### config.mk
export PLATFORM = sky130hd
export DESIGN_NAME = hdr_cmd_sequencer_flat
export DESIGN_NICKNAME = d
export VERILOG_FILES = /design/src/rtl/hdr_pkg.sv /design/src/rtl/hdr_cmd_sequencer_if.sv /design/src/rtl/hdr_seq_watchdog.sv /design/src/rtl/hdr_cmd_sequencer.sv /design/src/flat_wrapper.sv
export SDC_FILE = /design/constraint.sdc
export NUM_CORES = 1
export LEC_CHECK = 0
export CAP_MARGIN = 20
export CORE_UTILIZATION = 55
export DETAILED_ROUTE_END_ITERATION = 10
export PLACE_DENSITY = 0.85
export SLEW_MARGIN = 10
export SYNTH_ARGS = -nofsm -noshare
export SYNTH_HDL_FRONTEND = slang
export SYNTH_SLANG_ARGS = --single-unit
### constraint.sdc
create_clock -name i_sys_clk -period 2.69 [get_ports i_sys_clk]
set_input_delay 0.538 -clock i_sys_clk [delete_from_list [all_inputs] [get_ports i_sys_clk]]
set_output_delay 0.538 -clock i_sys_clk [all_outputs]
set_load 0.02 [all_outputs]
### src/rtl/hdr_pkg.sv
// Shared definitions for the HDR command sequencer: FSM states, the legal
// HDR-DDR mode code and the descriptor byte layout.
package hdr_pkg;

  typedef enum logic [2:0] {
    ST_IDLE      = 3'd0,
    ST_FETCH     = 3'd1,
    ST_LOAD      = 3'd2,
    ST_RUN       = 3'd3,
    ST_WAIT_EXIT = 3'd4,
    ST_DONE      = 3'd5,
    ST_ERROR     = 3'd6
  } seq_state_t;

  localparam logic [2:0] MODE_HDR_DDR = 3'd6;

  localparam int DESC_CP_BIT   = 0;
  localparam int DESC_TOC_BIT  = 1;
  localparam int DESC_MODE_LSB = 2;
  localparam int DESC_MODE_MSB = 4;

  typedef struct packed {
    logic       cp;
    logic       toc;
    logic [2:0] mode;
  } desc_t;

  // Bits [7:5] of the descriptor byte are reserved and never looked at.
  function automatic desc_t decode_desc(input logic [DESC_MODE_MSB:0] raw);
    desc_t d;
    d.cp   = raw[DESC_CP_BIT];
    d.toc  = raw[DESC_TOC_BIT];
    d.mode = raw[DESC_MODE_MSB:DESC_MODE_LSB];
    return d;
  endfunction

endpackage

### src/rtl/hdr_cmd_sequencer_if.sv
// Handshake bundle between the sequencer, its register file, hdr_engine and
// the per-command completion sources.
interface hdr_cmd_sequencer_if #(
  parameter int ADDR_W = 12
);
  logic              i_start;
  logic              i_abort;
  logic [3:0]        i_cmd_count;
  logic [7:0]        i_regf_rd_data;
  logic              o_regf_rd_en;
  logic [ADDR_W-1:0] o_regf_addr;
  logic              o_hdrengine_en;
  logic              o_cp;
  logic              o_toc;
  logic [2:0]        o_mode;
  logic              i_ccc_done;
  logic              i_ddr_mode_done;
  logic              i_hdrengine_done;
  logic              o_done;
  logic              o_error;

  // master: the sequencer itself; slave: everything around it.
  modport master (
    input  i_start, i_abort, i_cmd_count, i_regf_rd_data,
    input  i_ccc_done, i_ddr_mode_done, i_hdrengine_done,
    output o_regf_rd_en, o_regf_addr, o_hdrengine_en,
    output o_cp, o_toc, o_mode, o_done, o_error
  );

  modport slave (
    output i_start, i_abort, i_cmd_count, i_regf_rd_data,
    output i_ccc_done, i_ddr_mode_done, i_hdrengine_done,
    input  o_regf_rd_en, o_regf_addr, o_hdrengine_en,
    input  o_cp, o_toc, o_mode, o_done, o_error
  );
endinterface

### src/rtl/hdr_seq_watchdog.sv
// Wait-for-done watchdog: counts enabled cycles since the last clear and flags
// the TIMEOUT_CYC-th one.
module hdr_seq_watchdog #(
  parameter int TIMEOUT_CYC = 1023
) (
  input  logic i_sys_clk,
  input  logic i_sys_rst_n,
  input  logic clear,
  input  logic enable,
  output logic expired
);
  localparam int CNT_W = $clog2(TIMEOUT_CYC + 1);
  localparam logic [CNT_W-1:0] LAST_CNT = CNT_W'(TIMEOUT_CYC - 1);

  logic [CNT_W-1:0] count_reg;

  // Saturates at the expiry value so a stalled sequencer cannot wrap around.
  always_ff @(posedge i_sys_clk or negedge i_sys_rst_n) begin
    if (!i_sys_rst_n) begin
      count_reg <= '0;
    end else if (clear) begin
      count_reg <= '0;
    end else if (enable && (count_reg != LAST_CNT)) begin
      count_reg <= count_reg + 1'b1;
    end
  end

  assign expired = enable && (count_reg == LAST_CNT);

endmodule

### src/rtl/hdr_cmd_sequencer.sv
// Walks a ring of HDR descriptors in the register file and feeds them one at a
// time into hdr_engine, closing the burst on the engine's exit handshake.
module hdr_cmd_sequencer
  import hdr_pkg::*;
#(
  parameter int                ADDR_W      = 12,
  parameter logic [ADDR_W-1:0] BASE_ADDR   = 12'd200,
  parameter int                QUEUE_DEPTH = 8,
  parameter int                TIMEOUT_CYC = 1023
) (
  input  logic                i_sys_clk,
  input  logic                i_sys_rst_n,
  hdr_cmd_sequencer_if.master bus
);
  localparam int PTR_W = $clog2(QUEUE_DEPTH);

  seq_state_t        state_reg;
  logic [PTR_W-1:0]  ptr_reg;
  logic [3:0]        remaining_reg;
  logic              rd_en_reg;
  logic [ADDR_W-1:0] addr_reg;
  logic              en_reg;
  logic              cp_reg;
  logic              toc_reg;
  logic [2:0]        mode_reg;
  logic              done_reg;
  logic              error_reg;

  logic              any_done;
  logic              wd_clear;
  logic              wd_enable;
  logic              wd_expired;
  logic [PTR_W-1:0]  ptr_next;
  desc_t             desc_in;

  function automatic logic [ADDR_W-1:0] slot_addr(input logic [PTR_W-1:0] p);
    return BASE_ADDR + ADDR_W'(p);
  endfunction

  // Both completion sources together are still a single completion.
  assign any_done  = bus.i_ccc_done | bus.i_ddr_mode_done;
  assign ptr_next  = ptr_reg + 1'b1;
  assign desc_in   = decode_desc(bus.i_regf_rd_data[DESC_MODE_MSB:0]);
  assign wd_enable = (state_reg == ST_RUN) || (state_reg == ST_WAIT_EXIT);
  assign wd_clear  = (state_reg == ST_LOAD) || ((state_reg == ST_RUN) && any_done);

  hdr_seq_watchdog #(
    .TIMEOUT_CYC (TIMEOUT_CYC)
  ) u_watchdog (
    .i_sys_clk   (i_sys_clk),
    .i_sys_rst_n (i_sys_rst_n),
    .clear       (wd_clear),
    .enable      (wd_enable),
    .expired     (wd_expired)
  );

  always_ff @(posedge i_sys_clk or negedge i_sys_rst_n) begin
    if (!i_sys_rst_n) begin
      state_reg     <= ST_IDLE;
      ptr_reg       <= '0;
      remaining_reg <= '0;
      rd_en_reg     <= 1'b0;
      addr_reg      <= BASE_ADDR;
      en_reg        <= 1'b0;
      cp_reg        <= 1'b0;
      toc_reg       <= 1'b0;
      mode_reg      <= '0;
      done_reg      <= 1'b0;
      error_reg     <= 1'b0;
    end else if (bus.i_abort) begin
      state_reg <= ST_IDLE;
      rd_en_reg <= 1'b0;
      en_reg    <= 1'b0;
      done_reg  <= 1'b0;
    end else begin
      rd_en_reg <= 1'b0;
      done_reg  <= 1'b0;
      case (state_reg)
        ST_IDLE: begin
          if (bus.i_start) begin
            error_reg     <= 1'b0;
            remaining_reg <= bus.i_cmd_count;
            if (bus.i_cmd_count == 4'd0) begin
              done_reg  <= 1'b1;
              state_reg <= ST_DONE;
            end else begin
              rd_en_reg <= 1'b1;
              addr_reg  <= slot_addr(ptr_reg);
              state_reg <= ST_FETCH;
            end
          end
        end
        ST_FETCH: begin
          state_reg <= ST_LOAD;
        end
        ST_LOAD: begin
          // The last descriptor of a burst always requests the exit.
          cp_reg   <= desc_in.cp;
          toc_reg  <= desc_in.toc | (remaining_reg == 4'd1);
          mode_reg <= desc_in.mode;
          if (desc_in.mode != MODE_HDR_DDR) begin
            en_reg    <= 1'b0;
            error_reg <= 1'b1;
            state_reg <= ST_ERROR;
          end else begin
            en_reg    <= 1'b1;
            state_reg <= ST_RUN;
          end
        end
        ST_RUN: begin
          if (any_done) begin
            remaining_reg <= remaining_reg - 4'd1;
            ptr_reg       <= ptr_next;
            if (toc_reg) begin
              state_reg <= ST_WAIT_EXIT;
            end else begin
              rd_en_reg <= 1'b1;
              addr_reg  <= slot_addr(ptr_next);
              state_reg <= ST_FETCH;
            end
          end else if (wd_expired) begin
            en_reg    <= 1'b0;
            error_reg <= 1'b1;
            state_reg <= ST_ERROR;
          end
        end
        ST_WAIT_EXIT: begin
          if (bus.i_hdrengine_done) begin
            en_reg    <= 1'b0;
            done_reg  <= 1'b1;
            state_reg <= ST_DONE;
          end else if (wd_expired) begin
            en_reg    <= 1'b0;
            error_reg <= 1'b1;
            state_reg <= ST_ERROR;
          end
        end
        ST_DONE: begin
          cp_reg    <= 1'b0;
          toc_reg   <= 1'b0;
          mode_reg  <= '0;
          state_reg <= ST_IDLE;
        end
        ST_ERROR: begin
          state_reg <= ST_IDLE;
        end
        default: begin
          state_reg <= ST_IDLE;
        end
      endcase
    end
  end

  assign bus.o_regf_rd_en   = rd_en_reg;
  assign bus.o_regf_addr    = addr_reg;
  assign bus.o_hdrengine_en = en_reg;
  assign bus.o_cp           = cp_reg;
  assign bus.o_toc          = toc_reg;
  assign bus.o_mode         = mode_reg;
  assign bus.o_done         = done_reg;
  assign bus.o_error        = error_reg;

endmodule

### src/flat_wrapper.sv
// flat-port wrapper written by rule: the top's interface ports become plain ports
module hdr_cmd_sequencer_flat import hdr_pkg::*;
#(
  parameter int                ADDR_W      = 12,
  parameter logic [ADDR_W-1:0] BASE_ADDR   = 12'd200,
  parameter int                QUEUE_DEPTH = 8,
  parameter int                TIMEOUT_CYC = 1023
)
  (i_sys_clk, i_sys_rst_n, bus_i_start, bus_i_abort, bus_i_cmd_count, bus_i_regf_rd_data, bus_i_ccc_done, bus_i_ddr_mode_done, bus_i_hdrengine_done, bus_o_regf_rd_en, bus_o_regf_addr, bus_o_hdrengine_en, bus_o_cp, bus_o_toc, bus_o_mode, bus_o_done, bus_o_error);
  hdr_cmd_sequencer_if #(.ADDR_W(ADDR_W)) bus_i ();
  input  logic i_sys_clk;
  input  logic i_sys_rst_n;
  input wire logic [$bits(bus_i.i_start)-1:0] bus_i_start;
  input wire logic [$bits(bus_i.i_abort)-1:0] bus_i_abort;
  input wire logic [$bits(bus_i.i_cmd_count)-1:0] bus_i_cmd_count;
  input wire logic [$bits(bus_i.i_regf_rd_data)-1:0] bus_i_regf_rd_data;
  input wire logic [$bits(bus_i.i_ccc_done)-1:0] bus_i_ccc_done;
  input wire logic [$bits(bus_i.i_ddr_mode_done)-1:0] bus_i_ddr_mode_done;
  input wire logic [$bits(bus_i.i_hdrengine_done)-1:0] bus_i_hdrengine_done;
  output wire logic [$bits(bus_i.o_regf_rd_en)-1:0] bus_o_regf_rd_en;
  output wire logic [$bits(bus_i.o_regf_addr)-1:0] bus_o_regf_addr;
  output wire logic [$bits(bus_i.o_hdrengine_en)-1:0] bus_o_hdrengine_en;
  output wire logic [$bits(bus_i.o_cp)-1:0] bus_o_cp;
  output wire logic [$bits(bus_i.o_toc)-1:0] bus_o_toc;
  output wire logic [$bits(bus_i.o_mode)-1:0] bus_o_mode;
  output wire logic [$bits(bus_i.o_done)-1:0] bus_o_done;
  output wire logic [$bits(bus_i.o_error)-1:0] bus_o_error;
  assign bus_i.i_start = bus_i_start;
  assign bus_i.i_abort = bus_i_abort;
  assign bus_i.i_cmd_count = bus_i_cmd_count;
  assign bus_i.i_regf_rd_data = bus_i_regf_rd_data;
  assign bus_i.i_ccc_done = bus_i_ccc_done;
  assign bus_i.i_ddr_mode_done = bus_i_ddr_mode_done;
  assign bus_i.i_hdrengine_done = bus_i_hdrengine_done;
  assign bus_o_regf_rd_en = bus_i.o_regf_rd_en;
  assign bus_o_regf_addr = bus_i.o_regf_addr;
  assign bus_o_hdrengine_en = bus_i.o_hdrengine_en;
  assign bus_o_cp = bus_i.o_cp;
  assign bus_o_toc = bus_i.o_toc;
  assign bus_o_mode = bus_i.o_mode;
  assign bus_o_done = bus_i.o_done;
  assign bus_o_error = bus_i.o_error;
  hdr_cmd_sequencer #(.ADDR_W(ADDR_W), .BASE_ADDR(BASE_ADDR), .QUEUE_DEPTH(QUEUE_DEPTH), .TIMEOUT_CYC(TIMEOUT_CYC)) u_core (.i_sys_clk(i_sys_clk), .i_sys_rst_n(i_sys_rst_n), .bus(bus_i));
endmodule
==> results.md, run 1 <==
* Detail Placement HPWL at 2710 um
* Final setup viols at 0
* Drt pass-1 iters at 4
* Dpl ws at 0.491 ns
* Commonest non-fill, non-tap cell in the layout: dfrtp_1
* Clk buf depth at 2
* Most frequent cells in the layout: 32 x dfrtp_1, 27 x clkdlybuf4s50_1, 23 x nand2_1, 19 x nor2_1, 17 x a21oi_1
* Clk_skew at 0.00248 ns
* Slowest stage delay, CP at 0.70 ns
* Delay-heaviest family, CP: flip-flops
* Clock-pin slew on the worst setup and hold paths at 0.09 ns
* Worst Setup Start Kind: register
* Hold_sp: u_core.u_watchdog.count_reg[3]
* Die width at 60.9 um
* Overall Global Routing Usage at 0.235
* Worst-Skew Late Latency at 0.33 ns
* Tmin final at 2.10 ns
* Ys async rst share at 1.00
* Via count at 1561
* Crit-path max FO at 18
* Final Max Slew Viols at 0
* Clk root buf: clkbuf_4
* Num ports at 40
* Vert. Die Dim at 60.9 um
* RR Startpoint: u_core.state_reg[0]
* Setup TNS at 0 ns
* Fin nets at 258
* Crit-path cells: nand3b_1 -> o32a_1 -> nor2_4 -> mux2_2
* Max reg flops at 10
* ANT nets after route at 0
* Warnings from Yosys at 0
* Initial antenna violation count at 0
* Largest net degree at the start of global routing at 33
* Synth Area per Inst at 9.21 um^2
* Worst hold slack at 0.486 ns
* Max-slew headroom at 0.508
* Final Hold Fails at 0
* Port Buf Inserts at 27
* DRC errors left at 0
* Row count at 21
* Number of synthesized flops with an enable pin at 0
* Status: finished clean
* Synth Flop Type: dfrtp_1
* Cell Pwr Density at 705 nW/um^2
* Hold-fix buffers, CTS at 0
* Wirelength, routed at 3740 um
* Placer Congestion at 0.820
* Max_cap viols at 0
* Power Total at 1.58 mW
* Critical path data required time at 2.91 ns
* Final Core Density at 0.670
* Htree depth at 2
* Leakage at 0.939 nW
* CTS tree: built
* Worst Path Buf+Inv at 0
* Non-filler cells, final at 281
* Seq cells post-synth at 32
* Post-Syn Instances at 207
* Fmax achieved at 0.475 GHz
* Worst VDD drop at 0.503 mV
* Core ar. at 3340 um^2
* GRT overflow at 0
* CP Capture Type: register
* Worst slew pin tran at 0.738 ns
* # resized after CTS at 0
* Avg WL per Cell at 13.3 um
* Post-CTS Setup Bufs at 0
* CP Class: reg2reg
* Register area share after synthesis at 0.420
* Final worst slack at 0.586 ns
* Worst hold path class: reg2reg
* Layout cell share with drive strength beyond 1 at 0.0894
* Fillers at 268
* P&R area growth vs syn at 17.3%
* Sink Count at 32
* Initial DRC Count at 61
* Synth unique cells at 45
* Post-DP Area at 2180 um^2
* CTS Buf Count at 5
* Fin area at 2240 um^2
* Diode count at 0
* Die Area at 3710 um^2
* First-pass GRT wire length at 6370 um
* Vias in the first global route at 1454
* RSZ-0062 raised after global routing: false
* Inst Count DP at 273
* Routed vias/inst at 5.56
* Initial Utilization at 0.571
* Fin crit share at 0.782
* CP Launch Point: u_core.state_reg[0]
* Post-Synthesis Cell Area at 1910 um^2
* Critical Path AT at 2.33 ns
* Slowest-stage cell, CP: dfrtp_1
-- kinds of logic (layout without fill, tap and decap cells) --
| logic type | Yosys count | in the layout | share of synthesized area |
|---|---|---|---|
| flops | 32 | 32 | 0.420 |
| simple gates | 88 | 88 | 0.251 |
| other cells | 2 | 9 | 0.00394 |
| xor+xnor | 10 | 10 | 0.0459 |
| compound gates | 43 | 43 | 0.145 |
| mux | 7 | 7 | 0.0394 |
| fa+ha+maj | 5 | 5 | 0.0328 |
| buf+inv | 20 | 41 | 0.0617 |
-- layout make-up --
cell class / count / area, um^2 / area share
tap: 46 / 57.6 / 0.0257
timing repair buffer: 30 / 293 / 0.131
clock buffer: 8 / 58.8 / 0.0263
sequential: 32 / 801 / 0.358
multi-input combinational: 162 / 1010 / 0.454
inverter: 3 / 11.3 / 0.00504
-- routing by layer --
metal  GRT usage  part of all wire  vias up  wire, um
li1            -                 -      767         -
met1       0.299              0.46      754      1720
met2       0.381              0.49       34      1830
met3      0.0661             0.038        6       141
met4      0.0844             0.014        0        52
met5           0                 0        -         0
-- synthesized netlist by cell type, types with 2 or more instances --
| cell type | number | area [um^2] |
|---|---|---|
| dfrtp_1 | 32 | 801 |
| nand2_1 | 23 | 86.3 |
| nor2_1 | 19 | 71.3 |
| a21oi_1 | 17 | 85.1 |
| buf_4 | 10 | 75.1 |
| nand3_1 | 10 | 50.1 |
| xnor2_1 | 9 | 78.8 |
| nor3_1 | 7 | 35.0 |
| o21ai_0 | 7 | 35.0 |
| ha_1 | 5 | 62.6 |
| buf_2 | 4 | 20.0 |
| mux2_2 | 4 | 45.0 |
| nand2b_1 | 4 | 25.0 |
| nor2b_1 | 4 | 25.0 |
| o22ai_1 | 4 | 25.0 |
| clkbuf_1 | 3 | 11.3 |
| inv_1 | 3 | 11.3 |
| mux2i_1 | 3 | 30.0 |
| o211ai_1 | 3 | 22.5 |
| a211oi_1 | 2 | 15.0 |
| a31oi_1 | 2 | 12.5 |
| and3b_1 | 2 | 17.5 |
| conb_1 | 2 | 7.51 |
| nand3b_1 | 2 | 15.0 |
| nand4_1 | 2 | 12.5 |
| nor3b_1 | 2 | 15.0 |
| nor3b_2 | 2 | 25.0 |
| nor4_1 | 2 | 12.5 |
| o22a_1 | 2 | 17.5 |
-- power by group --
group	internal (mW)	switching, mW	leakage, nW
Combinational	0.267	0.300	0.479
Clock	0.129	0.157	0.0326
Sequential	0.592	0.130	0.427
Total	0.988	0.588	0.939
-- worst reg2reg max path, cell delays in order, from the launching register on --
cell and delay [ns]:
dfrtp_1 0.70, nand3b_1 0.34, o32a_1 0.45, nor2_4 0.15, mux2_2 0.35
-- worst paths after layout --
kind	endpoint	slack [ns]	cells past startpoint
min reg2reg	u_core.u_watchdog.count_reg[3]	0.49	1
max reg2reg	u_core.bus.o_regf_addr[0]	0.59	4
min in group asynchronous	u_core.remaining_reg[2]	0.59	2
max	u_core.bus.o_regf_addr[0]	0.59	4
min	u_core.u_watchdog.count_reg[3]	0.49	1
max in group asynchronous	u_core.u_watchdog.count_reg[5]	1.80	2
No activity file was read; power rests on OpenSTA's default activity.
==> run 2, diff against run 1 <==
--- a/config.mk
+++ b/config.mk
@@ -6,9 +6,9 @@
 export NUM_CORES = 1
 export LEC_CHECK = 0
 export CAP_MARGIN = 20
-export CORE_UTILIZATION = 55
+export CORE_UTILIZATION = 46
 export DETAILED_ROUTE_END_ITERATION = 10
-export PLACE_DENSITY = 0.85
+export PLACE_DENSITY = 0.76
 export SLEW_MARGIN = 10
 export SYNTH_ARGS = -nofsm -noshare
 export SYNTH_HDL_FRONTEND = slang
==> constraint.sdc (replaced) <==
create_clock -name i_sys_clk -period 1.9 [get_ports i_sys_clk]
set_input_delay 0.38 -clock i_sys_clk [delete_from_list [all_inputs] [get_ports i_sys_clk]]
set_output_delay 0.38 -clock i_sys_clk [all_outputs]
set_load 0.02 [all_outputs]
==> run 2 against run 1 <==
  * Clock power increased by 85%
  * Combinational power rose by 51%
  * Cell area grew 7.1%
  * Global-route usage down 3.6 points
  * Worst setup slack lost 0.46 ns
  * Utilization shrank 7.1 points
  * Critical path depth fell by 3
  * Die area grew 19%
  * Final cell count grew 7.1%
  * Clock-buffer cell count unchanged
  * Critical path type is now reg2out
==> results.md, run 2 (synthesized netlist as in run 1, its figures left out) <==
* Critical Path AT at 1.39 ns (-0.94 ns)
* Worst VDD drop at 0.649 mV (+29%)
* Drt pass-1 iters at 4 (unchanged)
* Fin nets at 274 (+6.2%)
* Slowest-stage cell, CP: clkdlybuf4s50_1
* Slowest stage delay, CP at 0.65 ns (-0.05 ns)
* Worst Setup Start Kind: register
* Overall Global Routing Usage at 0.199 (-0.0358)
* Detail Placement HPWL at 2900 um (+6.8%)
* Met2 usage at 0.320 (-0.0613)
* CP Capture Type: primary output
* Worst-Skew Late Latency at 0.28 ns (-0.05 ns)
* Max_cap viols at 0 (unchanged)
* Core ar. at 4000 um^2 (+20%)
* Clk buf depth at 2 (unchanged)
* Clock Power Share at 0.221 (+0.039)
* Critical path data required time at 1.52 ns (-1.39 ns)
* First-pass GRT wire length at 6560 um (+2.9%)
* Worst hold slack at 0.479 ns (-0.00693 ns)
* Busiest layer in global routing: met2
* Crit-path cells: clkdlybuf4s50_1
* Met3 usage at 0.0569 (-0.00920)
* Worst Hold End: u_core.u_watchdog.count_reg[3]
* Fin crit share at 0.934
* Hold-fix buffers, CTS at 0 (unchanged)
* CP Class: reg2out
* Fmax achieved at 0.563 GHz
* Comb pwr share at 0.357 (-0.003)
* Reg power frac at 0.423 (-0.035)
* Clk_skew at 0.00310 ns (+0.000619 ns)
* Layout cell share with drive strength beyond 1 at 0.151 (+0.0620)
* CTS Buf Count at 5 (unchanged)
* Most frequent cells in the layout: 32 x dfrtp_1, 27 x clkdlybuf4s50_1, 23 x nand2_1, 19 x buf_4, 18 x nor2_1
* Htree depth at 2 (unchanged)
* Avg WL per Cell at 12.7 um (-4.5%)
* Status: finished clean
* Fillers at 356 (+33%)
* Final Hold Fails at 0 (unchanged)
* ANT nets after route at 0 (unchanged)
* DRC errors left at 0 (unchanged)
* P&R area growth vs syn at 25.6%
* Num ports at 40 (unchanged)
* GRT met1 Usage at 0.258 (-0.0410)
* Placer Congestion at 0.929 (+13%)
* Crit-path max FO at 6 (-12)
* Die width at 66.4 um (+9.0%)
* Commonest non-fill, non-tap cell in the layout: dfrtp_1
* Clock-pin slew on the worst setup and hold paths at 0.06 ns (-0.03 ns)
* Routed vias/inst at 5.33 (-4.0%)
* Hold_sp: u_core.u_watchdog.count_reg[3]
* Leakage at 1.03 nW (+10%)
* Vert. Die Dim at 66.4 um (+9.0%)
* Diode count at 0 (unchanged)
* Clk root buf: clkbuf_8
* Post-DP Area at 2300 um^2 (+5.7%)
* Max reg flops at 10 (unchanged)
* Port Buf Inserts at 27 (unchanged)
* Worst R2R End: u_core.ptr_reg[1]
* Initial Utilization at 0.477 (-0.0947)
* CTS tree: built
* Via count at 1605 (+2.8%)
* Cell Pwr Density at 1000 nW/um^2 (+42%)
* Initial DRC Count at 95 (+56%)
* Hold depth at 1 (unchanged)
* Delay-heaviest family, CP: buffers and inverters
* Die Area at 4410 um^2 (+19%)
* Final Max Slew Viols at 0 (unchanged)
* Internal at 1.55 mW (+57%)
* Initial antenna violation count at 0 (unchanged)
* R2R setup slack at 0.19 ns (-0.40 ns)
* Fin area at 2390 um^2 (+7.1%)
* Worst hold path class: reg2reg
* Sink Count at 32 (unchanged)
* RSZ-0062 raised after global routing: false
* Tmin final at 1.77 ns
* Worst R2R Path Depth at 5 (+1)
* NetSw at 0.849 mW (+44%)
* Wirelength, routed at 3830 um (+2.3%)
* Sw Ratio at 0.354 (-0.0192)
* GRT overflow at 0 (unchanged)
* Vias in the first global route at 1450 (-0.28%)
* Worst Path Buf+Inv at 1 (+1)
* Row count at 23 (+9.5%)
* RR Startpoint: u_core.state_reg[0]
* Final setup viols at 0 (unchanged)
* Largest net degree at the start of global routing at 33 (unchanged)
run 2: worst max path at each step:
| stage | cells past startpoint | startpoint | end | slack, ns |
|---|---|---|---|---|
| global placement | 6 | bus_i_ddr_mode_done | u_core.ptr_reg[1] | -0.03 |
| finish | 1 | u_core.bus.o_toc | bus_o_toc | 0.13 |
| floorplan | 5 | u_core.state_reg[2] | u_core.bus.o_regf_addr[0] | 0.23 |
| detailed placement | 6 | bus_i_ddr_mode_done | u_core.ptr_reg[1] | -0.06 |
| global route | 5 | u_core.state_reg[0] | u_core.ptr_reg[1] | 0.04 |
| CTS | 5 | u_core.state_reg[0] | u_core.ptr_reg[1] | 0.10 |
run 2: final cells by class:
cell class / instances / area, um^2 / share of cell area
multi-input cells: 162 / 1020 / 0.425
flip-flops and latches: 32 / 801 / 0.334
repair buffers: 46 / 413 / 0.172
clock buffers: 8 / 90.1 / 0.0376
well taps: 50 / 62.6 / 0.0261
inverters: 3 / 11.3 / 0.00470
run 2: stage by stage:
stage | setup WS (ns) | cells | util | total power [mW] | setup TNS, ns
final | 0.125 | 301 | 0.599 | 2.40 | 0
after global routing | 0.0399 | 301 | 0.599 | 2.57 | 0
after CTS | 0.103 | 301 | 0.598 | 2.42 | 0
after detailed placement | -0.0563 | 293 | 0.576 | 1.88 | -0.124
after global placement | -0.0309 | 293 | 0.576 | 1.85 | -0.0895
after floorplan | 0.229 | 214 | - | 1.52 | 0
run 2: metal layers:
metal / vias up / routed length, um
met1: 755 / 1780
met5: - / 0
met2: 39 / 1790
li1: 804 / -
met3: 7 / 192
met4: 0 / 70
run 2: power groups by stage:
| stage | clock network (mW) | logic (mW) | registers (mW) |
|---|---|---|---|
| finish | 0.530 | 0.856 | 1.01 |
| global route | 0.580 | 0.951 | 1.04 |
| CTS | 0.546 | 0.862 | 1.01 |
| detailed placement | 0 | 0.859 | 1.02 |
| global placement | 0 | 0.838 | 1.01 |
| floorplan | 0 | 0.456 | 1.06 |
run 2: timing repair:
action / in CTS / in global routing
endpoints found under the hold margin: 0 / 0
gates resized for setup: 0 / 1
buffers inserted: 0 / 0
setup endpoints to repair: 0 / 2
==> run 3, diff against run 2 <==
--- a/config.mk
+++ b/config.mk
@@ -6,9 +6,9 @@
 export NUM_CORES = 1
 export LEC_CHECK = 0
 export CAP_MARGIN = 20
-export CORE_UTILIZATION = 46
+export CORE_UTILIZATION = 35
 export DETAILED_ROUTE_END_ITERATION = 10
-export PLACE_DENSITY = 0.76
+export GPL_TIMING_DRIVEN = 0
 export SLEW_MARGIN = 10
 export SYNTH_ARGS = -nofsm -noshare
 export SYNTH_HDL_FRONTEND = slang
==> run 3 against run 2 <==
  * Utilization decreased by 13 points
  * Cell area up 0.89%
  * Die area is 30% higher
  * Clock power rose by 0.8%
  * Clock-buffer cell count stayed put
  * Combinational power is 1% higher
  * Non-clock buffer count shrank 1
  * Power shrank 0.54%
  * Flip-flop and latch count unchanged
  * Sequential power about the same
  * Final cell count increased by 6.3%
  * Register-to-register slack got worse by 0.07 ns
==> results.md, run 3 (synthesized netlist as in run 1, its figures left out) <==
* Clk_skew at 0.00659 ns (+0.00349 ns)
* Core ar. at 5170 um^2 (+29%)
* Wirelength, routed at 4050 um (+5.9%)
* Largest net degree at the start of global routing at 33 (unchanged)
* Final Max Slew Viols at 0 (unchanged)
* Status: finished clean
* Initial Utilization at 0.369 (-0.108)
* Final Core Density at 0.467 (-0.132)
* Hold-fix buffers, CTS at 0 (unchanged)
* Setup TNS at 0 ns (unchanged)
* M1 WL at 2000 um (+13%)
* Final Hold Fails at 0 (unchanged)
* Overall Global Routing Usage at 0.161 (-0.0381)
* DRC errors left at 0 (unchanged)
* Met3 wire len at 183 um (-4.7%)
* Crit-path max FO at 9 (+3)
* First-pass GRT wire length at 6920 um (+5.6%)
* Clk root buf: clkbuf_8
* CP Capture Type: register
* Num ports at 40 (unchanged)
* RSZ-0062 raised after global routing: true
* P&R area growth vs syn at 26.7%
* Port Buf Inserts at 27 (unchanged)
* Row count at 26 (+13%)
* Clock-pin slew on the worst setup and hold paths at 0.07 ns (about the same)
* Routed vias/inst at 4.98 (-6.6%)
* CTS tree: built
* Clk buf depth at 2 (unchanged)
* Worst hold slack at 0.155 ns (-0.324 ns)
* Dpl ws at -0.209 ns (-0.153 ns)
* Leakage at 1.03 nW (-0.28%)
* Via count at 1594 (-0.69%)
* Final setup viols at 0 (unchanged)
* Fin crit share at 0.935 (+0.00142)
* Cell Pwr Density at 988 nW/um^2 (-1.4%)
* Multi-input gate area at 1040 um^2 (+2.7%)
* Final worst slack at 0.123 ns (-0.00269 ns)
* Layout cell share with drive strength beyond 1 at 0.152 (+0.000606)
* Initial antenna violation count at 0 (unchanged)
* CTS Buf Count at 5 (unchanged)
* Commonest non-fill, non-tap cell in the layout: dfrtp_1
* Die width at 75.8 um (+14%)
* Fin nets at 273 (-0.36%)
* Htree depth at 2 (unchanged)
* Worst VDD drop at 0.429 mV (-34%)
* Fillers at 510 (+43%)
* Initial DRC Count at 77 (-19%)
* Vert. Die Dim at 75.8 um (+14%)
* Worst-Skew Late Latency at 0.28 ns (about the same)
* ANT nets after route at 0 (unchanged)
* Tmin final at 1.78 ns (+0.00269 ns)
* Worst Setup Start Kind: register
* Most frequent cells in the layout: 32 x dfrtp_1, 26 x clkdlybuf4s50_1, 23 x nand2_1, 18 x nor2_1, 16 x a21oi_1
* Sink Count at 32 (unchanged)
* Max_cap viols at 0 (unchanged)
* Diode count at 0 (unchanged)
* Placer Congestion at 0.828 (-11%)
* GRT overflow at 0 (unchanged)
* Die Area at 5750 um^2 (+30%)
* Drt pass-1 iters at 4 (unchanged)
* Max-slew headroom at 0.516
* Max reg flops at 10 (unchanged)
* Worst hold path class: in2async
* Met2 wire len at 1790 um (+0.34%)
* Critical Path AT at 1.94 ns (+0.55 ns)
* Detail Placement HPWL at 2960 um (+2.2%)
* CP Class: reg2reg
* Highest routed layer: met4
* Critical path data required time at 2.07 ns (+0.55 ns)
* FF+latch area at 801 um^2 (unchanged)
* Worst slew pin tran at 0.726 ns
* Fmax achieved at 0.563 GHz (-0.15%)
* Avg WL per Cell at 12.7 um (-0.40%)
* Vias in the first global route at 1476 (+1.8%)
-- run 3: worst paths after layout --
| check | startpoint | endpoint | depth (start not counted) | slack, ns |
|---|---|---|---|---|
| worst max-delay path | u_core.state_reg[0] | u_core.ptr_reg[1] | 6 | 0.12 |
| worst min-delay path | i_sys_rst_n | u_core.bus.o_mode[0] | 1 | 0.15 |
| worst max register to register | u_core.state_reg[0] | u_core.ptr_reg[1] | 6 | 0.12 |
| worst min register to register | u_core.u_watchdog.count_reg[3] | u_core.u_watchdog.count_reg[3] | 1 | 0.49 |
| max in group asynchronous | i_sys_rst_n | u_core.bus.o_regf_addr[1] | 1 | 1.28 |
| min in group i_sys_clk | u_core.u_watchdog.count_reg[3] | u_core.u_watchdog.count_reg[3] | 1 | 0.49 |
-- run 3: critical path: stages (launching register included) --
cell	delay [ns]
dfrtp_1	0.35
buf_2	0.19
nor2_2	0.23
a21oi_1	0.10
nor3_1	0.21
and2_1	0.23
mux2_2	0.35
-- run 3: routing by layer --
layer,track usage,vias to the layer above
li1,-,795
met1,0.228,752
met2,0.237,40
met3,0.0331,7
met4,0.0658,0
met5,0,-
-- run 3: area by class of cell --
type / count / area share
multi-input cells: 162 / 0.432
plain buffers: 17 / 0.0451
clock buffers: 8 / 0.0373
flip-flops and latches: 32 / 0.331
inverters: 3 / 0.00466
well taps: 70 / 0.0363
repair buffers: 28 / 0.113
-- run 3: power breakdown --
group / leakage [nW] / internal (mW) / switching [mW]
sequential: 0.427 / 0.840 / 0.145
combinational: 0.558 / 0.403 / 0.465
clock: 0.0455 / 0.295 / 0.239
-- run 3: per-stage QoR --
step	power [mW]	area [um^2]	cells
after floorplan	1.52	1930	214
after global placement	1.84	2290	311
after detailed placement	1.85	2290	311
after CTS	2.39	2380	320
after global routing	2.58	2420	320
final	2.39	2420	320
-- run 3: timing repair --
action,CTS,global route
setup endpoints to repair,3,13
setup buffers,1,0
pin swaps,0,0
endpoints found under the hold margin,0,0
gates resized for setup,0,7
